`src/rtl/cpu_pipeline_regs_if.sv`:
```
// Signal bundle between the pipeline datapaths and the IF/ID, ID/EX, EX/MEM register bank.
// The master drives every _i field and observes every _o field; the register bank is the slave.
interface cpu_pipeline_regs_if;
    logic [63:0] ifde_pc_i;
    logic [63:0] ifde_pc_o;
    logic [31:0] ifde_inst_i;
    logic [31:0] ifde_inst_o;

    logic [63:0] idex_rdata1_i;
    logic [63:0] idex_rdata1_o;
    logic [63:0] idex_rdata2_i;
    logic [63:0] idex_rdata2_o;
    logic [63:0] idex_imm_i;
    logic [63:0] idex_imm_o;
    logic [63:0] idex_pc_i;
    logic [63:0] idex_pc_o;
    logic [4:0]  idex_rd_i;
    logic [4:0]  idex_rd_o;
    logic [4:0]  idex_rn_i;
    logic [4:0]  idex_rn_o;
    logic [4:0]  idex_rm_i;
    logic [4:0]  idex_rm_o;
    logic [11:0] idex_ctrl_i;
    logic [11:0] idex_ctrl_o;

    logic [63:0] exmem_alu_i;
    logic [63:0] exmem_alu_o;
    logic [63:0] exmem_sdata_i;
    logic [63:0] exmem_sdata_o;
    logic [4:0]  exmem_rd_i;
    logic [4:0]  exmem_rd_o;
    logic [2:0]  exmem_flags_i;
    logic [2:0]  exmem_flags_o;
    logic [6:0]  exmem_ctrl_i;
    logic [6:0]  exmem_ctrl_o;
    logic [63:0] exmem_target_i;
    logic [63:0] exmem_target_o;

    modport master (
        output ifde_pc_i, ifde_inst_i,
        output idex_rdata1_i, idex_rdata2_i, idex_imm_i, idex_pc_i,
        output idex_rd_i, idex_rn_i, idex_rm_i, idex_ctrl_i,
        output exmem_alu_i, exmem_sdata_i, exmem_rd_i, exmem_flags_i,
        output exmem_ctrl_i, exmem_target_i,
        input  ifde_pc_o, ifde_inst_o,
        input  idex_rdata1_o, idex_rdata2_o, idex_imm_o, idex_pc_o,
        input  idex_rd_o, idex_rn_o, idex_rm_o, idex_ctrl_o,
        input  exmem_alu_o, exmem_sdata_o, exmem_rd_o, exmem_flags_o,
        input  exmem_ctrl_o, exmem_target_o
    );

    modport slave (
        input  ifde_pc_i, ifde_inst_i,
        input  idex_rdata1_i, idex_rdata2_i, idex_imm_i, idex_pc_i,
        input  idex_rd_i, idex_rn_i, idex_rm_i, idex_ctrl_i,
        input  exmem_alu_i, exmem_sdata_i, exmem_rd_i, exmem_flags_i,
        input  exmem_ctrl_i, exmem_target_i,
        output ifde_pc_o, ifde_inst_o,
        output idex_rdata1_o, idex_rdata2_o, idex_imm_o, idex_pc_o,
        output idex_rd_o, idex_rn_o, idex_rm_o, idex_ctrl_o,
        output exmem_alu_o, exmem_sdata_o, exmem_rd_o, exmem_flags_o,
        output exmem_ctrl_o, exmem_target_o
    );
endinterface

```
`src/rtl/cpu_pipeline_regs.sv`:
```
// IF/ID, ID/EX and EX/MEM pipeline registers: three independent one-cycle copies, no stall/flush.
// Reset clears everything to zero, which is the bubble encoding for every downstream stage.
module cpu_pipeline_regs (
    input  logic                clk,
    input  logic                reset,
    cpu_pipeline_regs_if.slave  bus
);
    logic [63:0] ifde_pc_d,      ifde_pc_q;
    logic [31:0] ifde_inst_d,    ifde_inst_q;

    logic [63:0] idex_rdata1_d,  idex_rdata1_q;
    logic [63:0] idex_rdata2_d,  idex_rdata2_q;
    logic [63:0] idex_imm_d,     idex_imm_q;
    logic [63:0] idex_pc_d,      idex_pc_q;
    logic [4:0]  idex_rd_d,      idex_rd_q;
    logic [4:0]  idex_rn_d,      idex_rn_q;
    logic [4:0]  idex_rm_d,      idex_rm_q;
    logic [11:0] idex_ctrl_d,    idex_ctrl_q;

    logic [63:0] exmem_alu_d,    exmem_alu_q;
    logic [63:0] exmem_sdata_d,  exmem_sdata_q;
    logic [4:0]  exmem_rd_d,     exmem_rd_q;
    logic [2:0]  exmem_flags_d,  exmem_flags_q;
    logic [6:0]  exmem_ctrl_d,   exmem_ctrl_q;
    logic [63:0] exmem_target_d, exmem_target_q;

    // Next state is the raw input: values, including X/Z, pass through untouched.
    always_comb begin
        ifde_pc_d      = bus.ifde_pc_i;
        ifde_inst_d    = bus.ifde_inst_i;
        idex_rdata1_d  = bus.idex_rdata1_i;
        idex_rdata2_d  = bus.idex_rdata2_i;
        idex_imm_d     = bus.idex_imm_i;
        idex_pc_d      = bus.idex_pc_i;
        idex_rd_d      = bus.idex_rd_i;
        idex_rn_d      = bus.idex_rn_i;
        idex_rm_d      = bus.idex_rm_i;
        idex_ctrl_d    = bus.idex_ctrl_i;
        exmem_alu_d    = bus.exmem_alu_i;
        exmem_sdata_d  = bus.exmem_sdata_i;
        exmem_rd_d     = bus.exmem_rd_i;
        exmem_flags_d  = bus.exmem_flags_i;
        exmem_ctrl_d   = bus.exmem_ctrl_i;
        exmem_target_d = bus.exmem_target_i;
    end

    always_ff @(posedge clk or posedge reset) begin
        if (reset) begin
            ifde_pc_q   <= '0;
            ifde_inst_q <= '0;
        end else begin
            ifde_pc_q   <= ifde_pc_d;
            ifde_inst_q <= ifde_inst_d;
        end
    end

    always_ff @(posedge clk or posedge reset) begin
        if (reset) begin
            idex_rdata1_q <= '0;
            idex_rdata2_q <= '0;
            idex_imm_q    <= '0;
            idex_pc_q     <= '0;
            idex_rd_q     <= '0;
            idex_rn_q     <= '0;
            idex_rm_q     <= '0;
            idex_ctrl_q   <= '0;
        end else begin
            idex_rdata1_q <= idex_rdata1_d;
            idex_rdata2_q <= idex_rdata2_d;
            idex_imm_q    <= idex_imm_d;
            idex_pc_q     <= idex_pc_d;
            idex_rd_q     <= idex_rd_d;
            idex_rn_q     <= idex_rn_d;
            idex_rm_q     <= idex_rm_d;
            idex_ctrl_q   <= idex_ctrl_d;
        end
    end

    always_ff @(posedge clk or posedge reset) begin
        if (reset) begin
            exmem_alu_q    <= '0;
            exmem_sdata_q  <= '0;
            exmem_rd_q     <= '0;
            exmem_flags_q  <= '0;
            exmem_ctrl_q   <= '0;
            exmem_target_q <= '0;
        end else begin
            exmem_alu_q    <= exmem_alu_d;
            exmem_sdata_q  <= exmem_sdata_d;
            exmem_rd_q     <= exmem_rd_d;
            exmem_flags_q  <= exmem_flags_d;
            exmem_ctrl_q   <= exmem_ctrl_d;
            exmem_target_q <= exmem_target_d;
        end
    end

    assign bus.ifde_pc_o      = ifde_pc_q;
    assign bus.ifde_inst_o    = ifde_inst_q;
    assign bus.idex_rdata1_o  = idex_rdata1_q;
    assign bus.idex_rdata2_o  = idex_rdata2_q;
    assign bus.idex_imm_o     = idex_imm_q;
    assign bus.idex_pc_o      = idex_pc_q;
    assign bus.idex_rd_o      = idex_rd_q;
    assign bus.idex_rn_o      = idex_rn_q;
    assign bus.idex_rm_o      = idex_rm_q;
    assign bus.idex_ctrl_o    = idex_ctrl_q;
    assign bus.exmem_alu_o    = exmem_alu_q;
    assign bus.exmem_sdata_o  = exmem_sdata_q;
    assign bus.exmem_rd_o     = exmem_rd_q;
    assign bus.exmem_flags_o  = exmem_flags_q;
    assign bus.exmem_ctrl_o   = exmem_ctrl_q;
    assign bus.exmem_target_o = exmem_target_q;
endmodule

```
`src/flat_wrapper.sv`:
```
// flat-port wrapper written by rule: the top's interface ports become plain ports
module cpu_pipeline_regs_flat 
  (clk, reset, bus_ifde_pc_i, bus_ifde_inst_i, bus_idex_rdata1_i, bus_idex_rdata2_i, bus_idex_imm_i, bus_idex_pc_i, bus_idex_rd_i, bus_idex_rn_i, bus_idex_rm_i, bus_idex_ctrl_i, bus_exmem_alu_i, bus_exmem_sdata_i, bus_exmem_rd_i, bus_exmem_flags_i, bus_exmem_ctrl_i, bus_exmem_target_i, bus_ifde_pc_o, bus_ifde_inst_o, bus_idex_rdata1_o, bus_idex_rdata2_o, bus_idex_imm_o, bus_idex_pc_o, bus_idex_rd_o, bus_idex_rn_o, bus_idex_rm_o, bus_idex_ctrl_o, bus_exmem_alu_o, bus_exmem_sdata_o, bus_exmem_rd_o, bus_exmem_flags_o, bus_exmem_ctrl_o, bus_exmem_target_o);
  cpu_pipeline_regs_if bus_i ();
  input  logic clk;
  input  logic reset;
  input wire logic [$bits(bus_i.ifde_pc_i)-1:0] bus_ifde_pc_i;
  input wire logic [$bits(bus_i.ifde_inst_i)-1:0] bus_ifde_inst_i;
  input wire logic [$bits(bus_i.idex_rdata1_i)-1:0] bus_idex_rdata1_i;
  input wire logic [$bits(bus_i.idex_rdata2_i)-1:0] bus_idex_rdata2_i;
  input wire logic [$bits(bus_i.idex_imm_i)-1:0] bus_idex_imm_i;
  input wire logic [$bits(bus_i.idex_pc_i)-1:0] bus_idex_pc_i;
  input wire logic [$bits(bus_i.idex_rd_i)-1:0] bus_idex_rd_i;
  input wire logic [$bits(bus_i.idex_rn_i)-1:0] bus_idex_rn_i;
  input wire logic [$bits(bus_i.idex_rm_i)-1:0] bus_idex_rm_i;
  input wire logic [$bits(bus_i.idex_ctrl_i)-1:0] bus_idex_ctrl_i;
  input wire logic [$bits(bus_i.exmem_alu_i)-1:0] bus_exmem_alu_i;
  input wire logic [$bits(bus_i.exmem_sdata_i)-1:0] bus_exmem_sdata_i;
  input wire logic [$bits(bus_i.exmem_rd_i)-1:0] bus_exmem_rd_i;
  input wire logic [$bits(bus_i.exmem_flags_i)-1:0] bus_exmem_flags_i;
  input wire logic [$bits(bus_i.exmem_ctrl_i)-1:0] bus_exmem_ctrl_i;
  input wire logic [$bits(bus_i.exmem_target_i)-1:0] bus_exmem_target_i;
  output wire logic [$bits(bus_i.ifde_pc_o)-1:0] bus_ifde_pc_o;
  output wire logic [$bits(bus_i.ifde_inst_o)-1:0] bus_ifde_inst_o;
  output wire logic [$bits(bus_i.idex_rdata1_o)-1:0] bus_idex_rdata1_o;
  output wire logic [$bits(bus_i.idex_rdata2_o)-1:0] bus_idex_rdata2_o;
  output wire logic [$bits(bus_i.idex_imm_o)-1:0] bus_idex_imm_o;
  output wire logic [$bits(bus_i.idex_pc_o)-1:0] bus_idex_pc_o;
  output wire logic [$bits(bus_i.idex_rd_o)-1:0] bus_idex_rd_o;
  output wire logic [$bits(bus_i.idex_rn_o)-1:0] bus_idex_rn_o;
  output wire logic [$bits(bus_i.idex_rm_o)-1:0] bus_idex_rm_o;
  output wire logic [$bits(bus_i.idex_ctrl_o)-1:0] bus_idex_ctrl_o;
  output wire logic [$bits(bus_i.exmem_alu_o)-1:0] bus_exmem_alu_o;
  output wire logic [$bits(bus_i.exmem_sdata_o)-1:0] bus_exmem_sdata_o;
  output wire logic [$bits(bus_i.exmem_rd_o)-1:0] bus_exmem_rd_o;
  output wire logic [$bits(bus_i.exmem_flags_o)-1:0] bus_exmem_flags_o;
  output wire logic [$bits(bus_i.exmem_ctrl_o)-1:0] bus_exmem_ctrl_o;
  output wire logic [$bits(bus_i.exmem_target_o)-1:0] bus_exmem_target_o;
  assign bus_i.ifde_pc_i = bus_ifde_pc_i;
  assign bus_i.ifde_inst_i = bus_ifde_inst_i;
  assign bus_i.idex_rdata1_i = bus_idex_rdata1_i;
  assign bus_i.idex_rdata2_i = bus_idex_rdata2_i;
  assign bus_i.idex_imm_i = bus_idex_imm_i;
  assign bus_i.idex_pc_i = bus_idex_pc_i;
  assign bus_i.idex_rd_i = bus_idex_rd_i;
  assign bus_i.idex_rn_i = bus_idex_rn_i;
  assign bus_i.idex_rm_i = bus_idex_rm_i;
  assign bus_i.idex_ctrl_i = bus_idex_ctrl_i;
  assign bus_i.exmem_alu_i = bus_exmem_alu_i;
  assign bus_i.exmem_sdata_i = bus_exmem_sdata_i;
  assign bus_i.exmem_rd_i = bus_exmem_rd_i;
  assign bus_i.exmem_flags_i = bus_exmem_flags_i;
  assign bus_i.exmem_ctrl_i = bus_exmem_ctrl_i;
  assign bus_i.exmem_target_i = bus_exmem_target_i;
  assign bus_ifde_pc_o = bus_i.ifde_pc_o;
  assign bus_ifde_inst_o = bus_i.ifde_inst_o;
  assign bus_idex_rdata1_o = bus_i.idex_rdata1_o;
  assign bus_idex_rdata2_o = bus_i.idex_rdata2_o;
  assign bus_idex_imm_o = bus_i.idex_imm_o;
  assign bus_idex_pc_o = bus_i.idex_pc_o;
  assign bus_idex_rd_o = bus_i.idex_rd_o;
  assign bus_idex_rn_o = bus_i.idex_rn_o;
  assign bus_idex_rm_o = bus_i.idex_rm_o;
  assign bus_idex_ctrl_o = bus_i.idex_ctrl_o;
  assign bus_exmem_alu_o = bus_i.exmem_alu_o;
  assign bus_exmem_sdata_o = bus_i.exmem_sdata_o;
  assign bus_exmem_rd_o = bus_i.exmem_rd_o;
  assign bus_exmem_flags_o = bus_i.exmem_flags_o;
  assign bus_exmem_ctrl_o = bus_i.exmem_ctrl_o;
  assign bus_exmem_target_o = bus_i.exmem_target_o;
  cpu_pipeline_regs u_core (.clk(clk), .reset(reset), .bus(bus_i));
endmodule
```
`config.mk`:
```
export PLATFORM = sky130hd
export DESIGN_NAME = cpu_pipeline_regs_flat
export DESIGN_NICKNAME = d
export VERILOG_FILES = /design/src/rtl/cpu_pipeline_regs_if.sv /design/src/rtl/cpu_pipeline_regs.sv /design/src/flat_wrapper.sv
export SDC_FILE = /design/constraint.sdc
export NUM_CORES = 1
export LEC_CHECK = 0
export BUFFER_PORTS_ARGS = -buffer_cell sky130_fd_sc_hd__buf_4
export CORE_AREA = 2 2 453 455
export DETAILED_ROUTE_END_ITERATION = 8
export DIE_AREA = 0 0 455 457
export GPL_TIMING_DRIVEN = 0
export HOLD_SLACK_MARGIN = 0.05
export SLEW_MARGIN = 40
export SYNTH_ARGS = -nofsm -noshare
export SYNTH_HDL_FRONTEND = slang
export SYNTH_SLANG_ARGS = --single-unit
```
`constraint.sdc`:
```
create_clock -name clk -period 22.8 [get_ports clk]
set_input_delay 4.56 -clock clk [delete_from_list [all_inputs] [get_ports clk]]
set_output_delay 4.56 -clock clk [all_outputs]
set_load 0.01 [all_outputs]
```
# [Yosys cells after proc, flatten, opt, wreduce, memory -nomap -nowiden]
# Index checks and enable logic that the tools add are counted.
[word_totals] input_bits=588 word_cells=16 reg_bits=586 output_inout_bits=586

# [Longest topological paths before layout]
[logic_depth] word_depth=0 mapped_depth=1 depth_no_buf=1

# [Worst setup path before layout]
# No wires, ideal clock.
[synth_timing] kind="flip-flop to output port" start="register u_core.exmem_alu_q[0] (netlist: u_core.bus.exmem_alu_o[0])" end="output bus_exmem_alu_o[0]" slack_ps=17864 stages_incl_launch_ff=1 path_buffers=0 t_arrival_ps=376 required_ps=18240 path_cell_list="dfrtp_1"
[synth_rtl] item="start: declaration" line_no="cpu_pipeline_regs.sv:20" source="logic [63:0] exmem_alu_d, exmem_alu_q;"
[synth_rtl] item="start signal: assignment" line_no="cpu_pipeline_regs.sv:88" source="exmem_alu_q <= exmem_alu_d;"
[synth_rtl] item="end: declaration" line_no="flat_wrapper.sv:33" source="output wire logic [$bits(bus_i.exmem_alu_o)-1:0] bus_exmem_alu_o;"
# No word-level cell between the ends.

# [Final worst setup path]
[layout_timing] start="register u_core.idex_imm_q[51] (netlist: u_core.bus.idex_imm_o[51])" end="output bus_idex_imm_o[51]"
[layout_rtl] item="start: declaration" line_no="cpu_pipeline_regs.sv:13" source="logic [63:0] idex_imm_d, idex_imm_q;"
[layout_rtl] item="start signal: assignment" line_no="cpu_pipeline_regs.sv:70" source="idex_imm_q <= idex_imm_d;"
[layout_rtl] item="end: declaration" line_no="flat_wrapper.sv:27" source="output wire logic [$bits(bus_i.idex_imm_o)-1:0] bus_idex_imm_o;"
# No word-level cell between the ends.

==> impl_metrics.py <==
metrics = {
    "worst_hold_path": {
        "hold_path_class": "in -> async",
    },
    "synth": {
        "syn-mean-instance-area_sq_um": 24.99,
        "synth.distinct_cells": 2,
        "ys_ff_latch": 586,
        "syn_nets": 1175,
        "ys_seq_area_share_pct": 99.97,
        "synthAdderAreaFrac_pct": 0,
        "synth.area.top_cells": "dfrtp_1 100%, inv_1 0.026%",
        "synth_area_leader_cell": "dfrtp_1",
        "yosys.area.top_type_share_pct": 99.97,
        "synth_cells": 587,
        "synth_compound_area_share_pct": 0,
        "synth.cell_area_sq_um": 14670,
        "muxShareOfSynthArea_pct": 0,
        "synth_xor_area_share_pct": 0,
        "synthSimpleGateAreaFrac_pct": 0,
        "yosysWarnings": 0,
        "synth_top_family_by_area": "buffers and inverters",
    },
    "power": {
        "p_leak_nw": 13.65,
        "peakVddDrop_v": 0.00005509,
        "p_per_area_nw_per_um2": 82.81,
    },
    "cts": {
        "cts_buffer_depth": 3,
        "hold_buffers": 0,
        "cts_resized": 0,
        "clk_pin_slew_ns": 0.06,
        "clock_sinks": 586,
        "numCtsBuffers": 68,
        "cts_tree": "yes",
        "htreeDepth": 3,
        "cts_root_buf": "clkbuf_16",
        "post_cts_buffers": 0,
    },
    "finish": {
        "nets": 2425,
        "layout_commonest_cell": "buf_4",
        "drive_above_1_share_pct": 68.56,
        "finalInstanceArea_sq_um": 29250,
        "mostFrequentLayoutCells": "1173 x buf_4, 586 x dfrtp_1, 69 x clkbuf_16, 14 x clkinv_2",
        "synthToLayoutAreaGrowth_pct": 99.43,
        "final_cells": 4585,
        "multi_input_gates": 0,
        "fillers": 22560,
        "multi_input_area_sq_um": 0,
    },
    "critical_path": {
        "max_stage_delay_ns": 0.48,
        "crit_chain": "buf_4",
        "crit_path_max_fanout": 1,
        "startpoint_type": "flip-flop",
        "cp_num_cells": 1,
        "critical_path_class": "reg -> out",
        "slowest_stage": "dfrtp_1",
        "required_ns": 18.24,
        "crit_buf_inv": 1,
        "cp_top_family": "flip-flops",
        "critPathArrivalTime_ns": 1.32,
        "end_kind": "output pin",
    },
    "detailed_routing": {
        "viasPerCell": 2.234,
        "totalWireLength_um": 65990,
        "num_vias": 10240,
        "wire_per_inst_um": 14.39,
        "drtPass1Iterations": 4,
        "dr.first_iter.drc_count": 526,
        "ant_nets": 0,
        "drc": 0,
    },
    "global_routing": {
        "grt_pass1_wl_um": 85280,
        "grt_max_degree": 82,
        "grt_pass1_vias": 11190,
        "grt_overflow_total": 0,
        "antenna_found_initial": 25,
        "track_usage_pct": 5.992,
    },
    "sta": {
        "hold_violations": 0,
        "finalCritPeriodShare_pct": 25.78,
        "clock.fmax_mhz": 170.1,
        "rsz0062_at_grt": "no",
        "fin_ws_ns": 16.92,
        "slew_headroom_pct": 64.99,
        "worstMarginPinSlew_ns": 0.5251,
        "tns_ns": 0,
        "setup_viol": 0,
        "drv_slew": 0,
        "finalHoldWorstSlack_ns": 3.916,
        "finalCriticalPeriod_ns": 5.879,
    },
    "floorplanning": {
        "num_io_pins": 1174,
        "start_util_pct": 7.214,
        "fp-row-count": 166,
        "die_h_um": 457,
        "dieArea_sq_um": 207900,
        "die_w_um": 455,
        "coreArea_sq_um": 203300,
    },
    "placed_design": {
        "dp.cells": 4455,
        "placed_area_sq_um": 27040,
        "pre_cts_slack_ns": 16.48,
        "dpl.hpwl_um": 52890,
        "portBuffers": 1173,
        "gp_congestion": 0.8371,
    },
    "outcome": {
        "outcome": "finished, final reports clean",
    },
    "run": {
        "maxCapViolCount": 0,
    },
}
==> registers in the layout, summed over array words and instances, names as in the netlist, 7 cells and up <==
| name | flops |
|---|---|
| u_core.bus.exmem_target_o | 64 |
| u_core.bus.idex_pc_o | 64 |
| u_core.bus.idex_rdata2_o | 64 |
| u_core.bus.ifde_pc_o | 64 |
| u_core.bus.exmem_ctrl_o | 7 |
| u_core.bus.idex_imm_o | 64 |
| u_core.bus.ifde_inst_o | 32 |
| u_core.bus.exmem_alu_o | 64 |
| u_core.bus.idex_ctrl_o | 12 |
| u_core.bus.idex_rdata1_o | 64 |
| u_core.bus.exmem_sdata_o | 64 |
==> Yosys cell counts, drive strengths merged <==
cell / number
inv: 1
dfrtp: 586
==> per-stage QoR <==
stage	total power (W)	util, %
6_report	0.002422	14.39
5_1_grt	0.002545	14.38
2_1_floorplan	0.001171	-
4_1_cts	0.002493	14.37
3_3_place_gp	0.001362	13.20
3_5_place_dp	0.001366	13.30
==> routing by layer <==
metal	part of all wire [%]	track usage [%]	vias to the layer above	wire length, um
met2	49	9.903	731	32610
met5	0.041	0	-	27
li1	-	-	4349	-
met4	5.4	4.305	4	3541
met3	12	2.910	124	7751
met1	33	5.801	5034	22060
==> power by group <==
| part | leakage (nW) | switching [W] | internal, W |
|---|---|---|---|
| Combinational | 5.73 | 0.0000971 | 0.000130 |
| Sequential | 6.83 | 0.0000214 | 0.00109 |
| Clock | 1.09 | 0.000468 | 0.000613 |
==> worst max-delay path by stage <==
stage                                          from  slack (ns)                          to
final                     u_core.bus.idex_imm_o[51]       16.92          bus_idex_imm_o[51]
after global routing      u_core.bus.idex_imm_o[14]       16.82          bus_idex_imm_o[14]
after CTS                 u_core.bus.idex_imm_o[51]       16.79          bus_idex_imm_o[51]
after detailed placement                      reset       16.48   u_core.bus.idex_imm_o[54]
after global placement                        reset       -4.42  u_core.bus.exmem_alu_o[13]
after floorplan                               reset        1.84   u_core.bus.exmem_alu_o[0]
==> kinds of logic (layout without fill, tap and decap cells) <==
logic type             count (synthesis)  after routing
other                                  0             11
buffers and inverters                  1           1300
DFF                                  586            586
==> final cells by class <==
class | count | area (sq um) | area share, %
Timing Repair Buffer | 1180 | 8999 | 30.76
Tap cell | 2688 | 3363 | 11.50
Inverter | 1 | 11.26 | 0.03850
Clock buffer | 85 | 1877 | 6.416
Antenna cell | 11 | 27.53 | 0.09410
Sequential cell | 586 | 14660 | 50.13
Clock inverter | 34 | 310.3 | 1.061
Power figures use the tool's default switching activity.
